$ cat src/rtl/apa102_pkg.sv
// Shared types and constants for the APA102 strand decoder.
package apa102_pkg;

  typedef enum logic [1:0] {
    HUNT,
    SYNC,
    WORD
  } state_t;

  localparam int unsigned WORD_W     = 32;
  localparam logic [31:0] START_WORD = 32'h0000_0000;
  localparam logic [31:0] END_WORD   = 32'hFFFF_FFFF;
  localparam logic [2:0]  LED_HDR    = 3'b111;

  // Bit positions of the fields inside one LED word
  localparam int unsigned HDR_MSB = 31;
  localparam int unsigned HDR_LSB = 29;
  localparam int unsigned BRT_MSB = 28;
  localparam int unsigned BRT_LSB = 24;
  localparam int unsigned BLU_MSB = 23;
  localparam int unsigned BLU_LSB = 16;
  localparam int unsigned GRN_MSB = 15;
  localparam int unsigned GRN_LSB = 8;
  localparam int unsigned RED_MSB = 7;
  localparam int unsigned RED_LSB = 0;

endpackage

$ cat src/rtl/sck_edge_sync.sv
// Synchronizes the strand sck/mosi pair into clk and strobes one data bit
// per sck falling edge.
module sck_edge_sync #(
  parameter int unsigned SYNC_STAGES = 2
) (
  input  logic clk,
  input  logic reset,
  input  logic sck,
  input  logic mosi,
  output logic bit_strobe,
  output logic bit_value
);

  logic [SYNC_STAGES-1:0] sck_ff;
  logic [SYNC_STAGES-1:0] mosi_ff;
  logic                   sck_prev;

  // Identical chain depths keep mosi aligned with the sck edge it belongs to
  always_ff @(posedge clk) begin
    if (reset) begin
      sck_ff     <= '0;
      mosi_ff    <= '0;
      sck_prev   <= 1'b0;
      bit_strobe <= 1'b0;
      bit_value  <= 1'b0;
    end else begin
      sck_ff     <= {sck_ff[SYNC_STAGES-2:0], sck};
      mosi_ff    <= {mosi_ff[SYNC_STAGES-2:0], mosi};
      sck_prev   <= sck_ff[SYNC_STAGES-1];
      bit_strobe <= sck_prev & ~sck_ff[SYNC_STAGES-1];
      bit_value  <= mosi_ff[SYNC_STAGES-1];
    end
  end

endmodule

$ cat src/rtl/apa102_frame_decoder.sv
// Passive APA102 strand decoder: start-frame hunt, LED word unpack, end-frame check.
// Optional watchdog on a stalled sck is enabled by defining APA102_DEC_TIMEOUT_EN.
module apa102_frame_decoder
  import apa102_pkg::*;
#(
  parameter int unsigned NUM_LEDS    = 12,
  parameter int unsigned SYNC_STAGES = 2,
  parameter int unsigned TIMEOUT_CYC = 4096
) (
  input  logic       clk,
  input  logic       reset,
  input  logic       sck,
  input  logic       mosi,
  output logic       led_valid,
  output logic [7:0] led_index,
  output logic [4:0] led_brightness,
  output logic [7:0] led_blue,
  output logic [7:0] led_green,
  output logic [7:0] led_red,
  output logic       frame_done,
  output logic [7:0] frame_led_count,
  output logic       hdr_error,
  output logic       len_error,
  output logic       busy
);

  if (NUM_LEDS > 255 || SYNC_STAGES < 2 || TIMEOUT_CYC == 0) begin : g_cfg_check
    $error("apa102_frame_decoder: unsupported parameter set");
  end

  logic              bit_strobe;
  logic              bit_value;
  state_t            state;
  logic [WORD_W-2:0] shreg;
  logic [4:0]        bit_cnt;
  logic [5:0]        zero_cnt;
  logic [7:0]        led_cnt;
  logic [WORD_W-1:0] word;

  sck_edge_sync #(
    .SYNC_STAGES(SYNC_STAGES)
  ) u_sync (
    .clk       (clk),
    .reset     (reset),
    .sck       (sck),
    .mosi      (mosi),
    .bit_strobe(bit_strobe),
    .bit_value (bit_value)
  );

  // Word as it stands once the incoming bit is shifted in
  assign word = {shreg, bit_value};

`ifdef APA102_DEC_TIMEOUT_EN
  localparam int unsigned WD_W = $clog2(TIMEOUT_CYC + 1);
  logic [WD_W-1:0] wd_cnt;
`endif

  always_ff @(posedge clk) begin
    if (reset) begin
      state           <= HUNT;
      shreg           <= START_WORD[WORD_W-2:0];
      bit_cnt         <= '0;
      zero_cnt        <= '0;
      led_cnt         <= '0;
      led_valid       <= 1'b0;
      led_index       <= '0;
      led_brightness  <= '0;
      led_blue        <= '0;
      led_green       <= '0;
      led_red         <= '0;
      frame_done      <= 1'b0;
      frame_led_count <= '0;
      hdr_error       <= 1'b0;
      len_error       <= 1'b0;
      busy            <= 1'b0;
`ifdef APA102_DEC_TIMEOUT_EN
      wd_cnt          <= '0;
`endif
    end else begin
      led_valid  <= 1'b0;
      frame_done <= 1'b0;
      hdr_error  <= 1'b0;
      len_error  <= 1'b0;
`ifdef APA102_DEC_TIMEOUT_EN
      if (bit_strobe || state == HUNT) begin
        wd_cnt <= '0;
      end else if (wd_cnt == WD_W'(TIMEOUT_CYC - 1)) begin
        // Stalled stream: drop the partial word and re-hunt
        wd_cnt    <= '0;
        hdr_error <= 1'b1;
        state     <= HUNT;
        busy      <= 1'b0;
        zero_cnt  <= '0;
      end else begin
        wd_cnt <= wd_cnt + WD_W'(1);
      end
`endif
      if (bit_strobe) begin
        case (state)
          HUNT: begin
            if (bit_value) begin
              zero_cnt <= '0;
            end else if (zero_cnt == 6'(WORD_W - 1)) begin
              zero_cnt <= '0;
              state    <= SYNC;
              busy     <= 1'b1;
            end else begin
              zero_cnt <= zero_cnt + 6'd1;
            end
          end
          SYNC: begin
            // Zero padding is tolerated; the first 1 is bit 31 of LED 0
            if (bit_value) begin
              shreg   <= (WORD_W - 1)'(1);
              bit_cnt <= 5'd1;
              led_cnt <= '0;
              state   <= WORD;
            end
          end
          WORD: begin
            if (bit_cnt == 5'(WORD_W - 1)) begin
              bit_cnt <= '0;
              if (led_cnt == 8'(NUM_LEDS)) begin
                if (word == END_WORD) begin
                  frame_done      <= 1'b1;
                  frame_led_count <= 8'(NUM_LEDS);
                end else begin
                  len_error <= 1'b1;
                end
                state <= HUNT;
                busy  <= 1'b0;
              end else if (word[HDR_MSB:HDR_LSB] != LED_HDR) begin
                hdr_error <= 1'b1;
                state     <= HUNT;
                busy      <= 1'b0;
              end else begin
                led_valid      <= 1'b1;
                led_index      <= led_cnt;
                led_brightness <= word[BRT_MSB:BRT_LSB];
                led_blue       <= word[BLU_MSB:BLU_LSB];
                led_green      <= word[GRN_MSB:GRN_LSB];
                led_red        <= word[RED_MSB:RED_LSB];
                led_cnt        <= led_cnt + 8'd1;
              end
            end else begin
              shreg   <= word[WORD_W-2:0];
              bit_cnt <= bit_cnt + 5'd1;
            end
          end
          default: begin
            state <= HUNT;
            busy  <= 1'b0;
          end
        endcase
      end
    end
  end

endmodule

$ cat config.mk
export PLATFORM = sky130hd
export DESIGN_NAME = apa102_frame_decoder
export DESIGN_NICKNAME = d
export VERILOG_FILES = /design/src/rtl/apa102_pkg.sv /design/src/rtl/sck_edge_sync.sv /design/src/rtl/apa102_frame_decoder.sv
export SDC_FILE = /design/constraint.sdc
export NUM_CORES = 1
export LEC_CHECK = 0
export CELL_PAD_IN_SITES_DETAIL_PLACEMENT = 1
export CELL_PAD_IN_SITES_GLOBAL_PLACEMENT = 1
export CORE_MARGIN = 5
export CORE_UTILIZATION = 40
export DETAILED_ROUTE_END_ITERATION = 8
export PLACE_DENSITY_LB_ADDON = 0.1
export SLEW_MARGIN = 20
export SYNTH_ARGS = -nofsm -noshare
export SYNTH_HDL_FRONTEND = slang
export SYNTH_SLANG_ARGS = --single-unit
export TNS_END_PERCENT = 50
$ cat constraint.sdc
create_clock -name clk -period 3.9 [get_ports clk]
set_input_delay 0.78 -clock clk [delete_from_list [all_inputs] [get_ports clk]]
set_output_delay 0.78 -clock clk [all_outputs]
set_load 0.02 [all_outputs]
# Yosys cells after proc, flatten, opt, wreduce, memory -nomap -nowiden
# Index checks and enable logic that the tools add are counted.
# classes
add_sub_neg	3
eq_ne	15
muxes	30
bitwise	8
n_reduce_logical	12
# op_table
op	n
31-bit two-way mux	2
31-bit case mux with 2 select lines	1
32-bit == test (second input constant)	1
8-bit two-way mux	4
6-bit AND reduction	3
8-bit case mux with 2 select lines	1
2-bit two-way mux	6
6-bit two-way mux	2
2-bit != test (second input constant)	6
5-bit two-way mux	2
5-bit case mux with 2 select lines	1
5-bit AND reduction	2
5-bit OR reduction	2
1-bit two-way mux	9
8-bit by 1-bit adder with 8-bit output (second input constant)	1
8-bit by 4-bit == test with 1-bit output (second input constant)	1
1-bit NOT	7
6-bit by 1-bit adder with 6-bit output (second input constant)	1
6-bit by 5-bit == test with 1-bit output (second input constant)	1
3-bit != test (second input constant)	2
2-bit case mux with 3 select lines	1
5-bit by 1-bit adder with 5-bit output (second input constant)	1
5-bit == test (second input constant)	1
4-bit AND reduction	1
other kinds (9)	9
# totals
regBits	102
input_bits	4
output_inout_bits	50
wordCells	89

# Longest topological paths before layout
# depth
word_depth	5
ltp_mapped	10
depth_no_buf	7

# Modules after synthesis
# A second synthesis with hierarchy kept.
# unflattened
cells_unflattened	472
hier_area_um2	4124.0
# modules_own_cells
module	n_inst	cells_per_inst	area_per_inst_um2	seq_area_each_um2
apa102_frame_decoder	1	458	3933.8	1901.8
sck_edge_sync	1	14	190.2	140.1

# Least setup slack after synthesis
# No wires, ideal clock.
# synth_timing
path_type	register to register
from	register bit_cnt[0]
to	register led_cnt[3]
setup_time_ns	0.060
arrival_ns	2.025
t_required_ns	3.840
path_slack_ns	1.815
stages_incl_launch_ff	10
n_path_buf	2
period_less_slack_ns	2.085
cell_sequence	dfxtp_1 ha_1 and3_1 ha_1 buf_2 nand4b_2 a211o_1 buf_6 a2111o_1 nand2_1
# synth_via
elab_chain_len	3
# synth_lines
item	line	text
start, declared	apa102_frame_decoder.sv:35	logic [4:0] bit_cnt;
start signal, assigned	apa102_frame_decoder.sv:148	bit_cnt <= bit_cnt + 5'd1;
5-bit == test	apa102_frame_decoder.sv:122	if (bit_cnt == 5'(WORD_W - 1)) begin
2-bit != test (no source line)	--	
6-bit AND reduction (no source line)	--	
end signal, assigned	apa102_frame_decoder.sv:144	led_cnt <= led_cnt + 8'd1;
end, declared	apa102_frame_decoder.sv:37	logic [7:0] led_cnt;
# No other way between the ends.
# A chain may end at the register's enable or synchronous reset.

# Final worst setup path
# layout_timing
from	register bit_cnt[0]
to	register led_cnt[4]
# The elaborated chain is that of the path after synthesis.

==> impl_metrics.yaml <==
run_status:
  outcome: "finished clean"
grt:
  grtUsageTotal_pct: 16.6
  antenna_found_initial: 0
  grt_pass1_wl_um: 16200
  grt_max_degree: 53
  grt_pass1_vias: 3348
  overflow: 0
critical_path:
  cp_slowest_cell: "a211o_1"
  startpoint_type: "flop"
  path_max_fanout: 29
  required_ps: 4150
  cp.arrival_ps: 3100
  cp_cell_sequence: "ha_1, and3_1, ha_1, nand4b_2, a211o_1, buf_4, o2111ai_1, nand2_1"
  endpoint_kind: "flop"
  critPathMaxStageDelay_ps: 690
  crit_type: "reg2reg"
  crit_top_cell: "ha_1"
die:
  die_y_um: 110
  initial_core_util_pct: 41.0
  die_x_um: 110
  fp-row-count: 36
  ioPinCount: 54
  coreArea_um2: 9770
  die_area_um2: 12100
final_layout:
  area.growth.synth_to_final_pct: 17.2
  nets: 504
  post-route-util_pct: 48.0
  fin_area_um2: 4700
  diodes: 0
  drive_gt1_share_pct: 5.21
run:
  cap_violations: 0
synth:
  async_flop_share_pct: 0
  synth_common_cells: "dfxtp_1, nand2_1, a21oi_1"
  synth_compound_area_share_pct: 18.2
  synth_xor_area_share_pct: 0
  synth-main-ff-cell: "dfxtp_1"
  synth.most_common_cell: "dfxtp_1"
  synth_top_family_by_area: "simple AND/OR/NAND/NOR gates"
  synthSimpleGateAreaFrac_pct: 22.8
  ys_seq_elements: 102
  muxShareOfSynthArea_pct: 0.749
  yosysTopAreaCell: "dfxtp_1"
  synth_cells: 465
  avgSynthCellArea_um2: 8.62
  ys.warnings.count: 0
  netlist_area_um2: 4010
  yosysSeqAreaShare_pct: 51.0
  synth_fa_ha_area_share_pct: 1.56
  synth_top_cell_area_share_pct: 51.0
  synth_cell_types: 47
  netlist_top_cells_area: "dfxtp_1, nand2_1, a21oi_1"
  synth_edf_count: 0
power_and_ir_drop:
  power.sequential.fraction_pct: 61.7
  p_leak_nw: 1.57
  power_density_nw_per_um2: 361
  irDropWorstVdd_v: 0.000198
  swShare_pct: 23.9
  switchingPower_mw: 0.406
  p_clk_share_pct: 36.5
  internal_power_mw: 1.29
  p_comb_share_pct: 1.8
clocking:
  cts_hold_buf: 0
  root_buffer: "clkbuf_8"
  cts_resized: 0
  htree_levels: 3
  cts_tree: "yes"
  path_clk_slew_ps: 100
  clk_latency_ps: 370
  cts_buffers: 9
  clk_path_buf_depth: 2
  post-cts-setup-buffers: 0
  cts_sinks: 102
route:
  vias_per_cell: 5.38
  vias: 3399
  routed_wl_um: 9640
  final_antenna_net_count: 0
  drt-initial-drc-count: 139
  drc_errors: 0
  wl_per_cell_um: 15.3
  first_pass_iters: 4
worst_hold_path:
  min_path_type: "reg2reg"
place:
  io_buffers: 47
  gp_congestion: 0.778
  place_area_um2: 4520
  dpl.hpwl_um: 6680
timing:
  period_minus_slack_ps: 2850
  setup_tns_ps: 0
  finalCritPeriodShare_pct: 73.2
  relSlewSlack_pct: 37.4
  hold_viol_final: 0
  drv_slew: 0
  max_freq_ghz: 0.350
  tightest_slew_ps: 939
  setup_violations: 0
  rsz0062_at_grt: "no"
  skew_ps: 17.7
[critical path, delay by kind of cell (launching register included)]
kind / cells / cell delay, ps
adders and majority gates: 2 / 550
AOI/OAI and AO/OA: 2 / 900
and+or+nand+nor: 3 / 500
DFF: 1 / 390
buffers and inverters: 1 / 380
[path summary, 6_finish.rpt]
path,start,to,slack [ps],cells past startpoint
worst min-delay path,u_sync.sck_ff[1],u_sync.bit_strobe,430,1
worst max-delay path,bit_cnt[0],led_cnt[4],1050,8
worst min register to register,u_sync.sck_ff[1],u_sync.bit_strobe,430,1
worst max register to register,bit_cnt[0],led_cnt[4],1050,8
[metal layers]
layer	track usage [%]	up-vias	share of wire [%]	wire, um
met5	0	-	0	0
li1	-	1673	-	-
met4	5.54	0	1.2	116
met1	22.8	1663	50	4820
met3	2.62	11	3.8	363
met2	26.8	52	45	4340
[cell type report]
cell class / instances / area (um2)
Fill cell: 1192 / 5080
Multi-Input combinational cell: 321 / 1770
Sequential cell: 102 / 2040
Inverter: 8 / 30.0
Tap cell: 133 / 166
Clock inverter: 6 / 53.8
Timing Repair Buffer: 53 / 510
Clock buffer: 9 / 124
[power by group through the flow]
| stage | registers, mW | logic (mW) | clock network [mW] |
|---|---|---|---|
| 5_1_grt | 1.05 | 0.0335 | 0.683 |
| 6_report | 1.05 | 0.0303 | 0.619 |
| 3_5_place_dp | 1.07 | 0.0307 | 0 |
| 3_3_place_gp | 1.07 | 0.0308 | 0 |
| 2_1_floorplan | 1.07 | 0.0286 | 0 |
| 4_1_cts | 1.05 | 0.0308 | 0.639 |
[registers in the layout, summed over array words and instances (netlist names), 2 cells and up]
register / count
bit_cnt: 5
led_blue: 8
led_brightness: 5
led_cnt: 8
led_green: 8
led_index: 8
led_red: 8
shreg: 31
state: 2
u_sync.mosi_ff: 2
u_sync.sck_ff: 2
zero_cnt: 6
[cell usage in the layout (no fill, tap or decap), types with 3 or more instances in the layout]
cell type / synthesis / routed
dfxtp_1: 102 / 102
nand2_1: 88 / 88
a21oi_1: 51 / 51
clkdlybuf4s50_1: 0 / 46
nor2_1: 42 / 42
a22oi_1: 31 / 31
nand3_1: 11 / 11
nand4_1: 9 / 9
clkbuf_8: 0 / 9
inv_1: 8 / 8
nor2b_1: 8 / 8
o21ai_0: 7 / 7
conb_1: 1 / 6
buf_4: 8 / 6
ha_1: 5 / 5
and3_1: 4 / 4
nor3_1: 4 / 4
a2111o_1: 4 / 4
nand3b_1: 4 / 4
nor3b_1: 4 / 4
a31oi_1: 4 / 4
o2111ai_1: 3 / 3
nand2b_1: 3 / 3
mux2i_1: 3 / 3
[cells by family (layout without fill, tap and decap cells)]
family / count (synthesis) / count (layout)
mux: 3 / 3
flops: 102 / 102
buf+inv: 47 / 76
compound gates: 114 / 114
other cells: 1 / 6
fa+ha+maj: 5 / 5
simple gates: 193 / 193
[through the flow]
stage	hold slack (ps)	std cells	total power [mW]	worst slack [ps]
after global routing	457	632	1.76	819
after CTS	425	632	1.72	1030
after floorplan	388	470	1.10	1820
final	428	632	1.70	1050
after global placement	402	617	1.10	1210
after detailed placement	409	617	1.10	1070
(Power assumes the default switching activity.)
